==> src/rtl/cpu_controller.sv <==
// cpu_controller: instruction register plus Moore control FSM.
// Latches one instruction when idle and start is high, decodes it and steps
// the datapath through register read, ALU and writeback. Every output is a
// function of the FSM state and the latched instruction only.
module cpu_controller (
   input  logic        clk,
   input  logic        rst_n,
   input  logic        start,
   input  logic [15:0] instr,
   output logic [15:0] datapath_in,
   output logic        wb_sel,
   output logic [2:0]  w_addr,
   output logic        w_en,
   output logic [2:0]  r_addr,
   output logic        en_A,
   output logic        en_B,
   output logic [1:0]  shift_op,
   output logic        sel_A,
   output logic        sel_B,
   output logic [1:0]  ALU_op,
   output logic        en_C,
   output logic        en_status,
   output logic        waiting
);

   localparam logic [2:0] S_WAIT   = 3'd0;
   localparam logic [2:0] S_DECODE = 3'd1;
   localparam logic [2:0] S_WR_IMM = 3'd2;
   localparam logic [2:0] S_GET_A  = 3'd3;
   localparam logic [2:0] S_GET_B  = 3'd4;
   localparam logic [2:0] S_EXEC   = 3'd5;
   localparam logic [2:0] S_WB     = 3'd6;

   logic [2:0]  state_r;
   logic [2:0]  state_nx_s;
   logic [15:0] ir_r;

   // Instruction fields of the latched word.
   logic [2:0] opcode_s;
   logic [1:0] op_s;
   logic [2:0] rn_s;
   logic [2:0] rd_s;
   logic [1:0] sh_s;
   logic [2:0] rm_s;

   assign opcode_s = ir_r[15:13];
   assign op_s     = ir_r[12:11];
   assign rn_s     = ir_r[10:8];
   assign rd_s     = ir_r[7:5];
   assign sh_s     = ir_r[4:3];
   assign rm_s     = ir_r[2:0];

   // Instruction classes.
   logic is_mov_imm_s;
   logic is_mov_reg_s;
   logic is_alu_s;
   logic is_mvn_s;
   logic is_cmp_s;
   logic is_b_only_s;
   logic uses_a_s;

   assign is_mov_imm_s = (opcode_s == 3'b110) && (op_s == 2'b10);
   assign is_mov_reg_s = (opcode_s == 3'b110) && (op_s == 2'b00);
   assign is_alu_s     = (opcode_s == 3'b101);
   assign is_mvn_s     = is_alu_s && (op_s == 2'b11);
   assign is_cmp_s     = is_alu_s && (op_s == 2'b01);
   // MOV reg and MVN only need operand B; A is forced to zero in EXEC.
   assign is_b_only_s  = is_mov_reg_s || is_mvn_s;
   assign uses_a_s     = is_alu_s && !is_mvn_s;

   // Sign-extended immediate is always presented from the latched word.
   assign datapath_in = {{8{ir_r[7]}}, ir_r[7:0]};

   // State register and instruction register; IR only loads on leaving WAIT.
   always_ff @(posedge clk or negedge rst_n) begin
      if (!rst_n) begin
         state_r <= S_WAIT;
         ir_r    <= 16'h0000;
      end else begin
         state_r <= state_nx_s;
         if ((state_r == S_WAIT) && start) begin
            ir_r <= instr;
         end
      end
   end

   // Next-state sequencing for each instruction class.
   always_comb begin
      state_nx_s = S_WAIT;
      case (state_r)
         S_WAIT: begin
            if (start) state_nx_s = S_DECODE;
            else       state_nx_s = S_WAIT;
         end
         S_DECODE: begin
            if (is_mov_imm_s)     state_nx_s = S_WR_IMM;
            else if (is_b_only_s) state_nx_s = S_GET_B;
            else if (uses_a_s)    state_nx_s = S_GET_A;
            else                  state_nx_s = S_WAIT;
         end
         S_WR_IMM: state_nx_s = S_WAIT;
         S_GET_A:  state_nx_s = S_GET_B;
         S_GET_B:  state_nx_s = S_EXEC;
         S_EXEC: begin
            if (is_cmp_s) state_nx_s = S_WAIT;
            else          state_nx_s = S_WB;
         end
         S_WB:     state_nx_s = S_WAIT;
         default:  state_nx_s = S_WAIT;
      endcase
   end

   // Moore output decode; unused addresses park on Rn so they never float.
   always_comb begin
      wb_sel    = 1'b0;
      w_addr    = rn_s;
      w_en      = 1'b0;
      r_addr    = rn_s;
      en_A      = 1'b0;
      en_B      = 1'b0;
      shift_op  = 2'b00;
      sel_A     = 1'b0;
      sel_B     = 1'b0;
      ALU_op    = 2'b00;
      en_C      = 1'b0;
      en_status = 1'b0;
      waiting   = 1'b0;
      case (state_r)
         S_WAIT: begin
            waiting = 1'b1;
         end
         S_DECODE: begin
            waiting = 1'b0;
         end
         S_WR_IMM: begin
            wb_sel = 1'b1;
            w_addr = rn_s;
            w_en   = 1'b1;
         end
         S_GET_A: begin
            r_addr = rn_s;
            en_A   = 1'b1;
         end
         S_GET_B: begin
            r_addr = rm_s;
            en_B   = 1'b1;
         end
         S_EXEC: begin
            shift_op = sh_s;
            sel_A    = is_b_only_s;
            if (is_mov_reg_s) ALU_op = 2'b00;
            else              ALU_op = op_s;
            if (is_cmp_s) en_status = 1'b1;
            else          en_C      = 1'b1;
         end
         S_WB: begin
            wb_sel = 1'b0;
            w_addr = rd_s;
            w_en   = 1'b1;
         end
         default: begin
            waiting = 1'b0;
         end
      endcase
   end

endmodule
==> config.mk <==
export PLATFORM = sky130hd
export DESIGN_NAME = cpu_controller
export DESIGN_NICKNAME = d
export VERILOG_FILES = /design/src/rtl/cpu_controller.sv
export SDC_FILE = /design/constraint.sdc
export NUM_CORES = 1
export LEC_CHECK = 0
export BUFFER_PORTS_ARGS = -buffer_cell sky130_fd_sc_hd__buf_4
export CORE_ASPECT_RATIO = 0.75
export CORE_UTILIZATION = 51
export CTS_BUF_LIST = sky130_fd_sc_hd__clkbuf_4
export DETAILED_ROUTE_END_ITERATION = 10
export PLACE_DENSITY = 0.95
export RECOVER_POWER = 50
export SETUP_SLACK_MARGIN = 0.2
export SYNTH_ARGS = -nofsm -noshare
export SYNTH_HDL_FRONTEND = slang
export SYNTH_SLANG_ARGS = --single-unit
==> constraint.sdc <==
create_clock -name clk -period 3.7 [get_ports clk]
set_input_delay 0.37 -clock clk [delete_from_list [all_inputs] [get_ports clk]]
set_output_delay 0.37 -clock clk [all_outputs]
set_load 0.01 [all_outputs]
==> results of run 1 <==
## worst reg2reg max path, cell delays in order, from the launching register on
cell and delay (ns):
dfrtp_1 0.57, nor3_2 0.29, and2_4 0.31, mux2_2 0.38
## per-stage QoR
stage                     total power (W)   util
after detailed placement          0.00117  0.676
after global placement            0.00113  0.676
after global routing              0.00130  0.666
after floorplan                  0.000991      -
after CTS                         0.00129  0.696
final                             0.00120  0.666
## power breakdown
group / internal [W] / switching, W
Sequential: 0.000314 / 0.000145
Clock: 0.0000412 / 0.0000686
Combinational: 0.000354 / 0.000280
Total: 0.000709 / 0.000493
## cells by family (layout without fill, tap and decap cells)
kind of cell / Yosys count / count (layout) / share of synthesized area
other: 1 / 1 / 0.00327
multiplexers: 22 / 22 / 0.216
AO/OA/AOI/OAI: 8 / 8 / 0.0523
flip-flops: 19 / 19 / 0.414
buffers and inverters: 21 / 57 / 0.148
AND/OR/NAND/NOR: 29 / 29 / 0.166
## cell usage after synthesis (2+ instances only)
cell / n
and2_1: 3
and3_1: 4
buf_4: 18
dfrtp_1: 19
mux2_2: 22
nand2_1: 3
nand2b_1: 2
nand3b_1: 2
nor2_1: 4
nor2b_1: 3
nor3b_1: 2
o21ai_0: 2
## area by class of cell
cell class / count / area [sq um] / area share
Tap cell: 24 / 30.0 / 0.0218
Timing Repair Buffer: 53 / 340 / 0.247
Multi-Input combinational cell: 60 / 502 / 0.364
Clock buffer: 3 / 22.5 / 0.0163
Sequential cell: 19 / 475 / 0.345
Clock inverter: 1 / 7.51 / 0.00545
## layer usage
layer  up-vias  GRT usage  routed length [microns]
met4         0     0.0585                       18
met1       392      0.297                     1060
met3         5     0.0732                      186
met2        41      0.393                     1150
li1        409          -                        -
met5         -          0                        0
## sequential cells by signal (all words and copies together), names as in the netlist
signal and flops:
ir_r 16, state_r 3
## how the worst max path moves through the flow
stage	endpoint	slack (ns)	cells past startpoint
floorplan	r_addr[0]	1.91	2
global placement	r_addr[2]	1.65	3
detailed placement	r_addr[1]	1.60	3
CTS	r_addr[0]	1.16	3
global route	r_addr[0]	1.01	3
finish	r_addr[0]	1.19	3
## repair_timing
action,CTS,global route
setup buffers,0,0
endpoints found under the hold margin,19,0
hold buffers,1,0
==> impl_metrics.csv, run 1 <==
group,metric,value,unit
outcome,status,"finished with violations",
outcome,violations,"DRC",
setup_path,critPathCaptureType,"output pin",
cts,clockBufferDepth,2,
timing,layout_setup_ws,1.19,ns
finish,fin_nets,156,
synthesis,ys_seq_area_frac,0.414,
timing,finalHoldViolations,0,
run,cap_violations,0,
synthesis,synth_cells,100,
setup_path,crit_required,3.33,ns
die,initial_core_util,0.555,
timing,fin_worst_skew,0.00399,ns
cts,cts_sinks,19,
global_route,grt.total_usage,0.234,
setup_path,startpoint,"state_r[2]$_DFF_PN0_",
timing,tightestPinTransition,1.03,ns
cts,clk_pin_slew,0.11,ns
die,fp-row-count,14,
synthesis,synth_area_leaders,"dfrtp_1 41%, mux2_2 22%, buf_4 12%",
route,detail_route.vias_per_cell,5.29,
route,first_pass_iters,7,
global_route,grt_pass1_wl,4170,microns
route,postRouteAntennaNets,0,
place,io_buffers,52,
finish,antenna_cells,0,
setup_path,cpPeakStageDelay,0.66,ns
synthesis,async_flop_share,1.00,
cts,clockRootBuffer,"clkbuf_4",
setup_path,r2r_cells,3,
route,drt_iter0_markers,41,
synthesis,syn-num-nets,119,
timing,rsz0062_at_grt,"no",
synthesis,yosys_warnings,0,
finish,mostFrequentLayoutCell,"buf_4",
timing,fin_crit_sh,0.679,
timing,max_slew_margin,0.314,
setup_path,cp_top_family,"flip-flops",
global_route,antenna_found_initial,0,
setup_path,r2r_end,"ir_r[6]$_DFFE_PN0P_",
timing,period_minus_slack,2.51,ns
synthesis,ys_ff_latch,19,
worst_hold_path,holdPathEnd,"ir_r[2]$_DFFE_PN0P_",
timing,drv_slew,0,
timing,finalSetupViolCount,0,
cts,cts-resized-gates,0,
setup_path,crit_arrival,2.14,ns
route,wirelength,2420,microns
cts,cts.htree.levels,1,
place,gp_congestion,0.818,
timing,holdWs,0.287,ns
die,dieArea,2450,sq um
setup_path,crit_slowest_cell,"dfrtp_1",
die,ios,54,
synthesis,synth_edf_count,0,
synthesis,syn_avg_cell_area,11.5,sq um
setup_path,worstSetupPathType,"reg -> out",
setup_path,timing.rr.start,"state_r[2]$_DFF_PN0_",
finish,final_cell_mix,"36 x buf_4, 22 x mux2_2, 19 x dfrtp_1",
global_route,grt_overflow,0,
setup_path,critPathBufInv,1,
timing,tns,0,ns
synthesis,ys.flop_type,"dfrtp_1",
power_and_ir_drop,peakVddDrop,0.562,mV
timing,max_freq,398,MHz
die,dieWidth,56.8,microns
finish,drive_above_1_share,0.493,
synthesis,syn_area,1150,sq um
worst_hold_path,min_path_cells,2,
die,core_area,2070,sq um
power_and_ir_drop,p_leak,0.631,nW
worst_hold_path,hold_class,"in -> reg",
synthesis,yosysTopAreaCell,"dfrtp_1",
finish,n_fill_cell,186,
synthesis,synth_top_area_frac,0.414,
setup_path,crit_chain,"nor3b_1 -> mux2_2 -> buf_4",
die,die_h,43.1,microns
route,drc,8,
setup_path,worstPathMaxFanout,19,
setup_path,startpoint_type,"register",
place,place_ws,1.60,ns
global_route,grt_max_degree,20,
cts,clkLatencyLatePin,0.31,ns
cts,numCtsBuffers,3,
synthesis,ys_types,28,
place,placed_area,1400,sq um
route,detail_route.wl_per_cell,15.1,microns
worst_hold_path,hold_start,"instr[2]",
route,vias,847,
place,post-place-cells,155,
power_and_ir_drop,powerDensity,873,nW/um^2
place,dp_hpwl,1830,microns
global_route,grt_pass1_vias,851,
cts,cts_tree,"built",
setup_path,r2r_slack,2.04,ns
finish,areaGrowthSynthToFinish,20.1,%
finish,fin_area,1380,sq um
finish,fin_cells,160,
Power figures use the tool's default switching activity.
==> run 2: changes to the inputs <==
ABC_AREA = 1   (was unset)
CORE_UTILIZATION = 43   (was 51)
PLACE_DENSITY = 0.86   (was 0.95)
clock period = 2.1 ns   (was 3.7 ns; I/O delays follow)
==> run 2 against run 1 <==
  * The flow now finishes without violations
  * Critical endpoint is now waiting
  * Sequential power rose by 60%
  * Largest power group unchanged
  * Largest cell class is now flip-flops and latches
  * Synthesized cell count rose by 58%
  * Worst hold slack got worse by 0.16 ns
  * Non-clock buffer count rose by 1
  * Global-route usage fell by 3.6 points
==> impl_metrics.csv, run 2 <==
group,metric,value,unit
outcome,status,"finished, final reports clean",
route,postRouteAntennaNets,0,
synthesis,yosysMostFrequentCell,"nand2_1",
global_route,grt_overflow,0,
place,place_ws,0.573,ns
timing,layout_setup_ws,0.340,ns
finish,final_cell_mix,"62 x nand2_1, 36 x buf_4, 24 x nand3_1",
timing,rsz0062_at_grt,"no",
synthesis,yosysTopAreaCell,"dfrtp_1",
global_route,globalRouteMet1Util,0.280,
synthesis,synth_area_leaders,"dfrtp_1 42%, nand2_1 20%, buf_4 12%",
timing,finalHoldViolations,0,
cts,cts_sinks,19,
place,io_buffers,52,
route,first_pass_iters,4,
setup_path,worstPathMaxFanout,13,
synthesis,yosys_warnings,0,
finish,n_fill_cell,258,
setup_path,crit_chain,"nor3_4 -> buf_4",
run,cap_violations,0,
timing,max_freq,568,MHz
synthesis,syn_avg_cell_area,7.21,sq um
setup_path,crit_slowest_cell,"nor3_4",
cts,cts.htree.levels,1,
timing,fin_crit_sh,0.838,
power_and_ir_drop,powerDensity,1440,nW/um^2
route,detail_route.vias_per_cell,4.75,
finish,largest_register_ff_count,16,
timing,fin_worst_skew,0.00746,ns
setup_path,r2r_end,"ir_r[11]$_DFFE_PN0P_",
timing,drv_slew,0,
timing,period_minus_slack,1.76,ns
cts,clkLatencyLatePin,0.30,ns
synthesis,syn-num-nets,177,
finish,antenna_cells,0,
place,gp_congestion,0.787,
route,wirelength,2550,microns
synthesis,ys_ff_latch,19,
route,drt_iter0_markers,32,
timing,finalSetupViolCount,0,
die,dieArea,2860,sq um
global_route,busiest_layer,"met2",
die,core_area,2400,sq um
route,drc,0,
synthesis,async_flop_share,1.00,
finish,drive_above_1_share,0.227,
finish,regMostFlops,"ir_r",
global_route,grt_max_degree,20,
global_route,use_met3,0.0590,
timing,tightestPinTransition,0.993,ns
setup_path,worstSetupPathType,"reg -> out",
finish,fin_area,1390,sq um
die,die_h,46.6,microns
setup_path,crit_required,1.89,ns
place,placed_area,1410,sq um
global_route,met2_usage,0.293,
synthesis,synth_cells,158,
setup_path,cpPeakStageDelay,0.53,ns
timing,max_slew_margin,0.338,
timing,tns,0,ns
die,ios,54,
synthesis,syn_area,1140,sq um
synthesis,ys.flop_type,"dfrtp_1",
synthesis,synth_top_area_frac,0.417,
power_and_ir_drop,peakVddDrop,0.943,mV
setup_path,critPathCaptureType,"output pin",
setup_path,timing.rr.start,"state_r[2]$_DFF_PN0_",
global_route,grt_pass1_wl,4020,microns
setup_path,startpoint_type,"register",
setup_path,r2r_cells,4,
die,dieWidth,61.5,microns
cts,numCtsBuffers,3,
route,detail_route.wl_per_cell,11.2,microns
finish,utilization,0.580,
cts,clockRootBuffer,"clkbuf_4",
cts,cts_setup_buffers,0,
synthesis,synth_edf_count,0,
finish,top_regs,"ir_r: 16 flops, state_r: 3 flops",
synthesis,ys_seq_area_frac,0.417,
global_route,antenna_found_initial,0,
finish,areaGrowthSynthToFinish,22.2,%
setup_path,r2r_slack,0.54,ns
finish,mostFrequentLayoutCell,"nand2_1",
cts,clockBufferDepth,2,
die,fp-row-count,15,
route,vias,1084,
synthesis,ys_types,16,
setup_path,crit_arrival,1.55,ns
place,dp_hpwl,1920,microns
cts,clk_pin_slew,0.11,ns
die,initial_core_util,0.474,
setup_path,setup.worst_path.end,"waiting",
power_and_ir_drop,p_leak,0.783,nW
global_route,grt.total_usage,0.198,
cts,cts_tree,"built",
finish,fin_nets,214,
setup_path,startpoint,"state_r[2]$_DFF_PN0_",
synthesis,synth_common_cells,"62 x nand2_1, 24 x nand3_1, 19 x dfrtp_1",
global_route,grt_pass1_vias,877,
worst_hold_path,hold_class,"in -> reg",
-- run 2: repair_timing --
item                                   4_1_cts  5_1_grt
endpoints found under the hold margin       19        0
gates resized for setup                      0        1
hold buffers                                 1        0
setup endpoints to repair                    0        1
-- run 2: worst min-delay path by stage --
stage             start             endpoint  slack [ns]  depth (start not counted)
2_1_floorplan     rst_n  ir_r[0]$_DFFE_PN0P_       -0.09                          0
3_3_place_gp      rst_n  ir_r[7]$_DFFE_PN0P_        0.09                          1
3_5_place_dp      rst_n  ir_r[7]$_DFFE_PN0P_        0.10                          1
4_1_cts        instr[7]  ir_r[7]$_DFFE_PN0P_        0.12                          3
5_1_grt        instr[8]  ir_r[8]$_DFFE_PN0P_        0.13                          3
6_report       instr[5]  ir_r[5]$_DFFE_PN0P_        0.13                          3
-- run 2: layout make-up --
cell class              instances  area, sq um  share of cell area
clock buffers                   4         30.0              0.0216
inverters                      11         41.3              0.0296
multi-input cells             106          459               0.330
flip-flops and latches         19          475               0.341
well taps                      34         42.5              0.0305
repair buffers                 54          344               0.247
-- run 2: cell families after synthesis --
logic type      Yosys count  share of synthesized area
flops                    19                      0.417
buf+inv                  33                      0.182
other cells               1                    0.00329
simple gates            103                      0.386
compound gates            2                     0.0110
-- run 2: report_power, final --
part	switching [W]	internal, W
Sequential	0.000196	0.000540
Combinational	0.000636	0.000427
Clock	0.000116	0.0000871
-- run 2: worst max-delay path: cells and delay by family, from the launching register on --
kind	cells	cell delay, ns
DFF	1	0.50
buffers and inverters	1	0.22
and+or+nand+nor	1	0.53
-- run 2: through the flow --
| stage | instances | power (W) | hold slack, ns |
|---|---|---|---|
| floorplan | 158 | 0.00158 | -0.0856 |
| global placement | 223 | 0.00189 | 0.0949 |
| detailed placement | 223 | 0.00192 | 0.102 |
| CTS | 228 | 0.00213 | 0.120 |
| global route | 228 | 0.00218 | 0.134 |
| finish | 228 | 0.00200 | 0.126 |
-- run 2: metal layers --
metal / share of wire / routed length, microns
met1: 0.48 / 1230
met3: 0.087 / 222
met4: 0.0090 / 23
met5: 0 / 0
met2: 0.42 / 1070
